===== src/rtl/hs_pkg.sv =====
// Shared types and constants for the valid/ready stream source.
package hs_pkg;

    localparam int unsigned HS_LFSR_W = 16;

    typedef enum logic [1:0] {
        S_IDLE = 2'd0,
        S_SEND = 2'd1,
        S_GAP  = 2'd2
    } hs_src_st_e;

    // Fibonacci LFSR, x^16+x^14+x^13+x^11+1, shifting left with feedback into bit 0
    localparam logic [HS_LFSR_W-1:0] HS_LFSR_SEED = 16'hACE1;
    localparam logic [HS_LFSR_W-1:0] HS_LFSR_TAPS = 16'hB400;

endpackage


===== src/rtl/hs_lfsr16.sv =====
// Free-running 16-bit LFSR; exposes only the low OW bits as a random value.
module hs_lfsr16
    import hs_pkg::*;
#(
    parameter int unsigned OW = 4
) (
    input  logic          clk,
    input  logic          rst_n,
    output logic [OW-1:0] rnd
);

    logic [HS_LFSR_W-1:0] lfsr_q;

    always_ff @(posedge clk or negedge rst_n) begin
        if (!rst_n) begin
            lfsr_q <= HS_LFSR_SEED;
        end else begin
            lfsr_q <= {lfsr_q[HS_LFSR_W-2:0], ^(lfsr_q & HS_LFSR_TAPS)};
        end
    end

    assign rnd = lfsr_q[OW-1:0];

endmodule


===== src/rtl/hs_source.sv =====
// Valid/ready burst generator with incrementing payload and inter-beat gap.
// Define HS_SRC_RANDGAP_EN to make the gap an LFSR-randomised mask instead of a fixed length.
module hs_source
    import hs_pkg::*;
#(
    parameter int unsigned DW   = 8,
    parameter int unsigned CNTW = 8,
    parameter int unsigned GAPW = 4
) (
    input  logic            clk,
    input  logic            rst_n,
    input  logic            start,
    input  logic [CNTW-1:0] num_txn,
    input  logic [GAPW-1:0] gap,
    output logic            oval,
    output logic [DW-1:0]   odata,
    input  logic            ordy,
    output logic            busy,
    output logic            done,
    output logic [CNTW-1:0] sent_cnt
);

    hs_src_st_e      state;
    logic [CNTW-1:0] num_q;
    logic [GAPW-1:0] gap_q;
    logic [GAPW-1:0] gap_cnt;
    logic [GAPW-1:0] gap_len_c;
    logic            ack_c;
    logic            last_c;

`ifdef HS_SRC_RANDGAP_EN
    logic [GAPW-1:0] lfsr_rnd;

    hs_lfsr16 #(
        .OW (GAPW)
    ) u_lfsr (
        .clk   (clk),
        .rst_n (rst_n),
        .rnd   (lfsr_rnd)
    );

    assign gap_len_c = lfsr_rnd & gap_q;
`else
    assign gap_len_c = gap_q;
`endif

    assign ack_c  = oval & ordy;
    assign last_c = (CNTW'(sent_cnt + 1'b1) == num_q);

    // Burst FSM; oval/busy are set together with the state so they never depend on ordy
    always_ff @(posedge clk or negedge rst_n) begin
        if (!rst_n) begin
            state    <= S_IDLE;
            oval     <= 1'b0;
            odata    <= '0;
            busy     <= 1'b0;
            done     <= 1'b0;
            sent_cnt <= '0;
            num_q    <= '0;
            gap_q    <= '0;
            gap_cnt  <= '0;
        end else begin
            done <= 1'b0;
            case (state)
                S_IDLE: begin
                    if (start) begin
                        if (num_txn != '0) begin
                            num_q    <= num_txn;
                            gap_q    <= gap;
                            sent_cnt <= '0;
                            odata    <= '0;
                            oval     <= 1'b1;
                            busy     <= 1'b1;
                            state    <= S_SEND;
                        end else begin
                            done <= 1'b1;
                        end
                    end
                end
                S_SEND: begin
                    if (ack_c) begin
                        sent_cnt <= CNTW'(sent_cnt + 1'b1);
                        odata    <= DW'(odata + 1'b1);
                        if (last_c) begin
                            oval  <= 1'b0;
                            busy  <= 1'b0;
                            done  <= 1'b1;
                            state <= S_IDLE;
                        end else if (gap_len_c != '0) begin
                            gap_cnt <= GAPW'(gap_len_c - 1'b1);
                            oval    <= 1'b0;
                            state   <= S_GAP;
                        end
                    end
                end
                S_GAP: begin
                    if (gap_cnt == '0) begin
                        oval  <= 1'b1;
                        state <= S_SEND;
                    end else begin
                        gap_cnt <= GAPW'(gap_cnt - 1'b1);
                    end
                end
                default: begin
                    oval  <= 1'b0;
                    busy  <= 1'b0;
                    state <= S_IDLE;
                end
            endcase
        end
    end

endmodule

===== config.mk =====
export PLATFORM = sky130hd
export DESIGN_NAME = hs_source
export DESIGN_NICKNAME = d
export VERILOG_FILES = /design/src/rtl/hs_pkg.sv /design/src/rtl/hs_lfsr16.sv /design/src/rtl/hs_source.sv
export SDC_FILE = /design/constraint.sdc
export NUM_CORES = 1
export LEC_CHECK = 0
export ABC_AREA = 1
export BUFFER_PORTS_ARGS = -buffer_cell sky130_fd_sc_hd__buf_2
export CAP_MARGIN = 30
export CORE_UTILIZATION = 58
export CTS_BUF_LIST = sky130_fd_sc_hd__clkbuf_8
export CTS_CLUSTER_DIAMETER = 30
export CTS_CLUSTER_SIZE = 12
export DETAILED_ROUTE_END_ITERATION = 6
export GPL_TIMING_DRIVEN = 0
export PLACE_DENSITY = 0.83
export SLEW_MARGIN = 0
export SYNTH_ARGS = -nofsm -noshare
export SYNTH_HDL_FRONTEND = slang
export SYNTH_SLANG_ARGS = --single-unit

===== constraint.sdc =====
create_clock -name clk -period 2.3 [get_ports clk]
set_input_delay 0.69 -clock clk [delete_from_list [all_inputs] [get_ports clk]]
set_output_delay 0.69 -clock clk [all_outputs]
set_load 0.1 [all_outputs]

==> run summary, run 1 <==
=====================================================================================
Status                                                                   finished clean
Arrival time at the worst endpoint                                            1.23 ns
Number of enable flip-flop cells after synthesis                                    0
Critical path peak fanout                                                           7
Count of inserted antenna diode cells                                               0
Worst-path cell with the longest stage delay                             sky130_fd_sc_hd__dfrtp_1
Number of register bits inferred by synthesis                                      37
Sequential cell area                                                          928 um2
Max-capacitance violation count                                                     0
Chip Height                                                                   62.9 um
Dpl cells                                                                         351
Total clock buffers created by CTS                                                  5
Clock-pin slew of the registers on the worst-case setup and hold paths        0.07 ns
Startpoint of the worst register-to-register path                        sent_cnt[0]$_DFFE_PN0P_
Number of placed I/O pins                                                          35
Share of final-layout standard cells stronger than drive strength 1             0.259
Aggregate global-route resource usage                                           0.254
Number of distinct library cells after synthesis                                   33
Site row count                                                                     21
Max rail drop VDD                                                            0.604 mV
Final Hold Violating Endpoints                                                      0
Routed length on met3                                                          192 um
Gp weighted congestion                                                          0.875
First-iteration detailed-routing DRC count                                        132
Syn_area_per_cell                                                            7.94 um2
Post-synthesis net count                                                          290
Number of nets in the layout                                                      331
# port buffers                                                                     34
Number of standard cells after synthesis                                          271
Crit path largest cell delay                                                  0.47 ns
Critical path launch point type                                                  flop
Fraction of the yosys area taken by sequential cells                            0.430
Setup slack after placement                                                  0.377 ns
Area fraction of the dominant cell type after synthesis                         0.430
Area of the core                                                          0.00344 mm2
Number of hold buffers added after CTS                                              0
DR pass1 iterations                                                                 4
Category of the critical setup timing path                               flop to output port
Min-Delay Path Class                                                     flop to flop
RSZ-0062 raised after global routing                                            false
Number of H-tree levels                                                             2
Post-Route Setup TNS                                                             0 ns
Area used by multi-input combinational logic                              0.00105 mm2
Pin count of the biggest net entering global routing                               38
Setup Skew                                                                 0.00506 ns
Synthesized cell area                                                     0.00215 mm2
Number of resized instances in the post-cts repair step                             0
Vias in the first global route                                                  1,768
Average wire per cell in the routed design                                    12.3 um
Total count of max-transition violations in the final report                        0
Worst-case headroom to the max-slew limit                                       0.466
CTS Root Buffer Type                                                     sky130_fd_sc_hd__clkbuf_8
Tmin final                                                                    1.92 ns
Worst-case setup margin in the final layout                                  0.378 ns
Number of filler cells placed in the layout                                       307
Static leakage                                                                1.27 nW
Critical Path End Type                                                    output port
Postcts setup bufs                                                                  0
Signed area change from the synthesized netlist to the final layout             14.5%
Starting density of the core                                                    0.625
Area of the die                                                           0.00396 mm2
Count of placed standard cells in the final layout, fillers left out              359
Required time of the critical path                                            1.61 ns
Uppermost metal layer occupied by signal nets                                    met4
Ratio of total power to cell area                                         1220 mW/mm2
Clock tree from TritonCTS                                                        done
CP cell instances                                                               buf_2
Most common cell after layout, fill and taps aside                       sky130_fd_sc_hd__nand2_1
Prevailing post-synth register cell                                      sky130_fd_sc_hd__dfrtp_1
Timing-limited maximum frequency                                            0.520 GHz
Overall power of the completed layout                                         3.01 mW
Sinks on the clock net                                                             37
Met1 WL                                                                       1970 um
Yosys warning total                                                                 0
Routed via count divided by cell count                                           5.21
DRC Markers                                                                         0
Overall via count from detail_route                                             1,872
Count of final setup violators                                                      0
DRT antenna net count                                                               0
Clock latency on the worst-skew pair                                          0.29 ns
Top cells by area, synth                                                 sky130_fd_sc_hd__dfrtp_1, sky130_fd_sc_hd__nand2_1, sky130_fd_sc_hd__inv_1
Final period utilization                                                        0.836
Launching element of the worst setup path                                sent_cnt[2]$_DFFE_PN0P_
Initial antenna violation count                                                     0
Cell family with most CP delay                                             flip-flops
FFs w/ async S/R, synth                                                          1.00
Total wire length after detailed routing                                      4410 um
Hpwl dp                                                                       3290 um
Largest area contributor in the synthesized netlist                      sky130_fd_sc_hd__dfrtp_1
Width of the die                                                              62.9 um
First-pass GRT wire length                                                    7710 um
Slew at the pin closest to its max-slew limit                                0.800 ns
Worst-case clock buffer depth                                                       2
Buf+Inv Stages, Crit Path                                                           1
Total gr overflow                                                                   0
Met2 routed WL                                                                2170 um
Startpoint of the lowest-slack hold path                                 busy$_DFFE_PN0P_
Leading cell types in the layout, fill and taps excluded                 sky130_fd_sc_hd__nand2_1, sky130_fd_sc_hd__inv_1, sky130_fd_sc_hd__buf_2, sky130_fd_sc_hd__dfrtp_1, sky130_fd_sc_hd__nand3_1
=====================================================================================
final timing paths:
path                                            to  slack (ns)  cells after the start
min reg2reg                       busy$_DFFE_PN0P_        0.47                      2
min                               busy$_DFFE_PN0P_        0.47                      2
max in group asynchronous  sent_cnt[1]$_DFFE_PN0P_        1.27                      1
min in group asynchronous  sent_cnt[3]$_DFFE_PN0P_        0.48                      1
max reg2reg                 gap_cnt[0]$_DFFE_PN0P_        0.50                     10
max                                    sent_cnt[2]        0.38                      1
state kept, by name (all words and copies together), names as in the netlist:
register / count
sent_cnt: 8
odata: 8
gap_cnt: 4
state: 2
busy: 1
num_q: 8
done: 1
gap_len_c: 4
oval: 1
layout make-up:
| class | count | area share |
|---|---|---|
| flip-flops and latches | 37 | 0.377 |
| well taps | 46 | 0.0234 |
| clock buffers | 5 | 0.0279 |
| clock inverters | 3 | 0.00558 |
| repair buffers | 34 | 0.0690 |
| multi-input cells | 189 | 0.426 |
| plain buffers | 3 | 0.00711 |
| inverters | 42 | 0.0640 |
power breakdown:
group          internal [mW]  switching, mW  leakage (nW)
registers              0.854          0.170         0.474
clock network          0.206          0.232        0.0491
logic                  0.458           1.10         0.750
total                   1.52           1.50          1.27
per-stage QoR:
stage,hold slack [ns],area [um2],util
floorplan,0.394,2150,-
detailed placement,0.465,2380,0.692
finish,0.474,2460,0.716
global placement,0.451,2380,0.692
global route,0.498,2460,0.716
CTS,0.481,2460,0.716
synth_stat cells, types with 4 or more instances:
master,number
sky130_fd_sc_hd__nand3_1,20
sky130_fd_sc_hd__a21oi_1,8
sky130_fd_sc_hd__nand2_2,14
sky130_fd_sc_hd__nand2_1,66
sky130_fd_sc_hd__nand3_2,4
sky130_fd_sc_hd__nor2_1,15
sky130_fd_sc_hd__dfrtp_1,37
sky130_fd_sc_hd__o22ai_1,5
sky130_fd_sc_hd__nor2_4,4
sky130_fd_sc_hd__nand4_1,6
sky130_fd_sc_hd__o21ai_1,15
sky130_fd_sc_hd__o21ai_0,5
sky130_fd_sc_hd__inv_1,39
sky130_fd_sc_hd__xor2_1,5
cells by family (layout without fill, tap and decap cells):
group,Yosys count,in the layout,synth area share
adders and majority gates,3,3,0.0174
xor gates and xnor gates,6,6,0.0244
buffers and inverters,45,87,0.0814
AOI/OAI and AO/OA,36,36,0.0907
DFF,37,37,0.430
and+or+nand+nor,144,144,0.356
per-layer routing:
metal | track usage | vias up
met3 | 0.0493 | 8
met2 | 0.423 | 40
met1 | 0.321 | 870
met5 | 0 | -
met4 | 0.0988 | 0
li1 | - | 954
No activity file was read; power rests on OpenSTA's default activity.
==> run 2: changes to the inputs <==
- CORE_UTILIZATION: 58 -> 53
- PLACE_DENSITY: 0.83 -> 0.8
- clock period: 2.3 -> 1.6 ns (I/O delays scaled with it)
==> run summary, run 2 (same netlist as run 1, synthesis figures left out) <==
=====================================================================================
Status                                                                   finished with violations   was finished clean
Violated checks                                                          DRC, setup timing
Slew at the pin closest to its max-slew limit                                0.815 ns   was 0.800 ns
Area of the die                                                           0.00432 mm2   was 0.00396 mm2
Worst-case setup margin in the final layout                                 -0.188 ns   was 0.378 ns
Site row count                                                                     22   was 21
Leading cell types in the layout, fill and taps excluded                 sky130_fd_sc_hd__nand2_1, sky130_fd_sc_hd__inv_1, sky130_fd_sc_hd__buf_2, sky130_fd_sc_hd__dfrtp_1, sky130_fd_sc_hd__nand3_1   unchanged
Gp weighted congestion                                                          0.835   was 0.875
Regs by FF count                                                         num_q: 8 flops, odata: 8 flops, sent_cnt: 8 flops   unchanged
First-pass GRT wire length                                                    8070 um   was 7710 um
Worst-case headroom to the max-slew limit                                       0.457   was 0.466
Count of inserted antenna diode cells                                               0   unchanged
Worst-path cell with the longest stage delay                             sky130_fd_sc_hd__dfrtp_4   was sky130_fd_sc_hd__dfrtp_1
Most common cell after layout, fill and taps aside                       sky130_fd_sc_hd__nand2_1   unchanged
DRC Markers                                                                         1   was 0
Static leakage                                                                1.31 nW   was 1.27 nW
Overall via count from detail_route                                             1,884   was 1,872
Share of final-layout standard cells stronger than drive strength 1             0.346   was 0.259
Max-capacitance violation count                                                     0   unchanged
DRT antenna net count                                                               0   unchanged
Launching element of the worst setup path                                sent_cnt[0]$_DFFE_PN0P_   was sent_cnt[2]$_DFFE_PN0P_
Final Hold Violating Endpoints                                                      0   unchanged
Overall power of the completed layout                                         4.71 mW   was 3.01 mW
Category of the critical setup timing path                               flop to flop   was flop to output port
Cell family with most CP delay                                           simple AND/OR/NAND/NOR gates   was flip-flops
RSZ-0062 raised after global routing                                             true   was false
Chip Height                                                                   65.7 um   was 62.9 um
Cell depth of the worst flop-to-flop path                                          11   was 10
Clock tree from TritonCTS                                                        done   unchanged
Critical Path End Type                                                           flop   was output port
Cell Area, Placed                                                         0.00247 mm2   was 0.00238 mm2
Crit path top cell by count                                              sky130_fd_sc_hd__nand2_1
DR pass1 iterations                                                                 6   was 4
Critical path peak fanout                                                           4   was 7
Number of H-tree levels                                                             2   unchanged
Total gr overflow                                                                   0   unchanged
CP cell instances                                                        ha_4 > xnor2_2 > nand2_1 > nor2_2 > nand3_2 > nor2_4 > nand2_2 > nand2_1 > nand2_1 > nand2_1 > nand2_1   was buf_2
Timing-limited maximum frequency                                            0.559 GHz
Sinks on the clock net                                                             37   unchanged
Width of the die                                                              65.7 um   was 62.9 um
Final period utilization                                                         1.12
Post-Route Setup TNS                                                         -1.42 ns   was 0 ns
Min-Delay Path Class                                                     primary input to asynchronous set/reset pin   was flop to flop
Total wire length after detailed routing                                      4590 um   was 4410 um
Routed via count divided by cell count                                           5.15   was 5.21
Vias in the first global route                                                  1,900   was 1,768
Tmin final                                                                    1.79 ns
Critical path launch point type                                                  flop   unchanged
Total number of cells along the worst setup path                                   11   was 1
Post-route cell area                                                      0.00267 mm2   was 0.00246 mm2
Count of final setup violators                                                     10   was 0
Initial antenna violation count                                                     0   unchanged
Required time of the critical path                                            1.77 ns   was 1.61 ns
Crit path largest cell delay                                                  0.51 ns   was 0.47 ns
Pin count of the biggest net entering global routing                               38   unchanged
Number of nets in the layout                                                      336   was 331
CTS Root Buffer Type                                                     sky130_fd_sc_hd__clkbuf_8   unchanged
Worst-case clock buffer depth                                                       2   unchanged
Clock-pin slew of the registers on the worst-case setup and hold paths        0.08 ns   was 0.07 ns
Setup Skew                                                                  0.0109 ns   was 0.00506 ns
Aggregate global-route resource usage                                           0.246   was 0.254
Total count of max-transition violations in the final report                        0   unchanged
Starting density of the core                                                    0.571   was 0.625
Hpwl dp                                                                       3440 um   was 3290 um
Buf+Inv Stages, Crit Path                                                           0   was 1
Hold slack final                                                             0.272 ns   was 0.474 ns
Clock latency on the worst-skew pair                                          0.29 ns   about the same
Number of placed I/O pins                                                          35   unchanged
Average wire per cell in the routed design                                    12.5 um   was 12.3 um
Startpoint of the worst register-to-register path                        sent_cnt[0]$_DFFE_PN0P_   unchanged
Area of the core                                                          0.00377 mm2   was 0.00344 mm2
Max rail drop VDD                                                             1.14 mV   was 0.604 mV
Total clock buffers created by CTS                                                  5   unchanged
Final cell utilization of the core                                              0.707   was 0.716
First-iteration detailed-routing DRC count                                         70   was 132
# port buffers                                                                     34   unchanged
Arrival time at the worst endpoint                                            1.96 ns   was 1.23 ns
Ratio of total power to cell area                                         1770 mW/mm2   was 1220 mW/mm2
Signed area change from the synthesized netlist to the final layout             23.8%   was 14.5%
=====================================================================================
-- run 2: cell count changes in the layout (fill, tap and decap cells not counted), moves of 3 or more --
cell / previous run / this run
sky130_fd_sc_hd__buf_4: 1 / 17
sky130_fd_sc_hd__buf_2: 36 / 21
sky130_fd_sc_hd__dfrtp_1: 35 / 20
sky130_fd_sc_hd__dfrtp_2: 2 / 10
sky130_fd_sc_hd__dfrtp_4: 0 / 7
sky130_fd_sc_hd__clkbuf_4: 0 / 3
sky130_fd_sc_hd__inv_2: 3 / 6
-- run 2: where the power goes --
part           switching [mW]  internal [mW]
Sequential              0.251           1.26
Clock                   0.326          0.339
Combinational            1.67          0.855
-- run 2: area by class of cell --
cell class | instances | area [um2]
Clock inverter | 2 | 7.51
Multi-Input combinational cell | 189 | 1120
Fill cell | 299 | 1110
Sequential cell | 37 | 965
Inverter | 42 | 158
Timing Repair Buffer | 39 | 258
Clock buffer | 6 | 82.6
Buffer | 3 | 17.5
Tap cell | 48 | 60.1
-- run 2: metrics by stage --
stage | cells | setup slack (ns)
final | 366 | -0.188
after global routing | 366 | -0.267
after CTS | 364 | -0.170
after detailed placement | 353 | -0.200
after global placement | 353 | -0.176
after floorplan | 271 | -0.237
-- run 2: path summary, 6_finish.rpt --
check	slack (ns)	to
min reg2reg	0.48	busy$_DFFE_PN0P_
max in group asynchronous	0.71	oval$_DFFE_PN0P_
min in group clk	0.44	gap_len_c[2]$_DFFE_PN0P_
max reg2reg	-0.19	busy$_DFFE_PN0P_
min	0.27	sent_cnt[1]$_DFFE_PN0P_
max	-0.19	busy$_DFFE_PN0P_
-- run 2: routing by layer --
layer / routed length (um) / part of all wire / GRT usage / vias to the layer above
met5: 0 / 0 / 0 / -
met4: 55 / 0.012 / 0.0842 / 0
met3: 139 / 0.030 / 0.0521 / 6
met2: 2370 / 0.52 / 0.430 / 30
met1: 2020 / 0.44 / 0.297 / 885
li1: - / - / - / 963
-- run 2: worst reg2reg max path: stages (launching register included) --
cell,delay (ns)
sky130_fd_sc_hd__dfrtp_4,0.51
sky130_fd_sc_hd__ha_4,0.29
sky130_fd_sc_hd__xnor2_2,0.10
sky130_fd_sc_hd__nand2_1,0.07
sky130_fd_sc_hd__nor2_2,0.14
sky130_fd_sc_hd__nand3_2,0.10
sky130_fd_sc_hd__nor2_4,0.14
sky130_fd_sc_hd__nand2_2,0.10
sky130_fd_sc_hd__nand2_1,0.07
sky130_fd_sc_hd__nand2_1,0.05
sky130_fd_sc_hd__nand2_1,0.05
sky130_fd_sc_hd__nand2_1,0.05
-- run 2: repair_timing --
| item | CTS | global route |
|---|---|---|
| setup endpoints to repair | 37 | 37 |
| hold buffers | 0 | 0 |
| pin swaps | 1 | 1 |
| gates resized for setup | 15 | 5 |
| gates cloned | 0 | 0 |
| setup buffers | 3 | 2 |
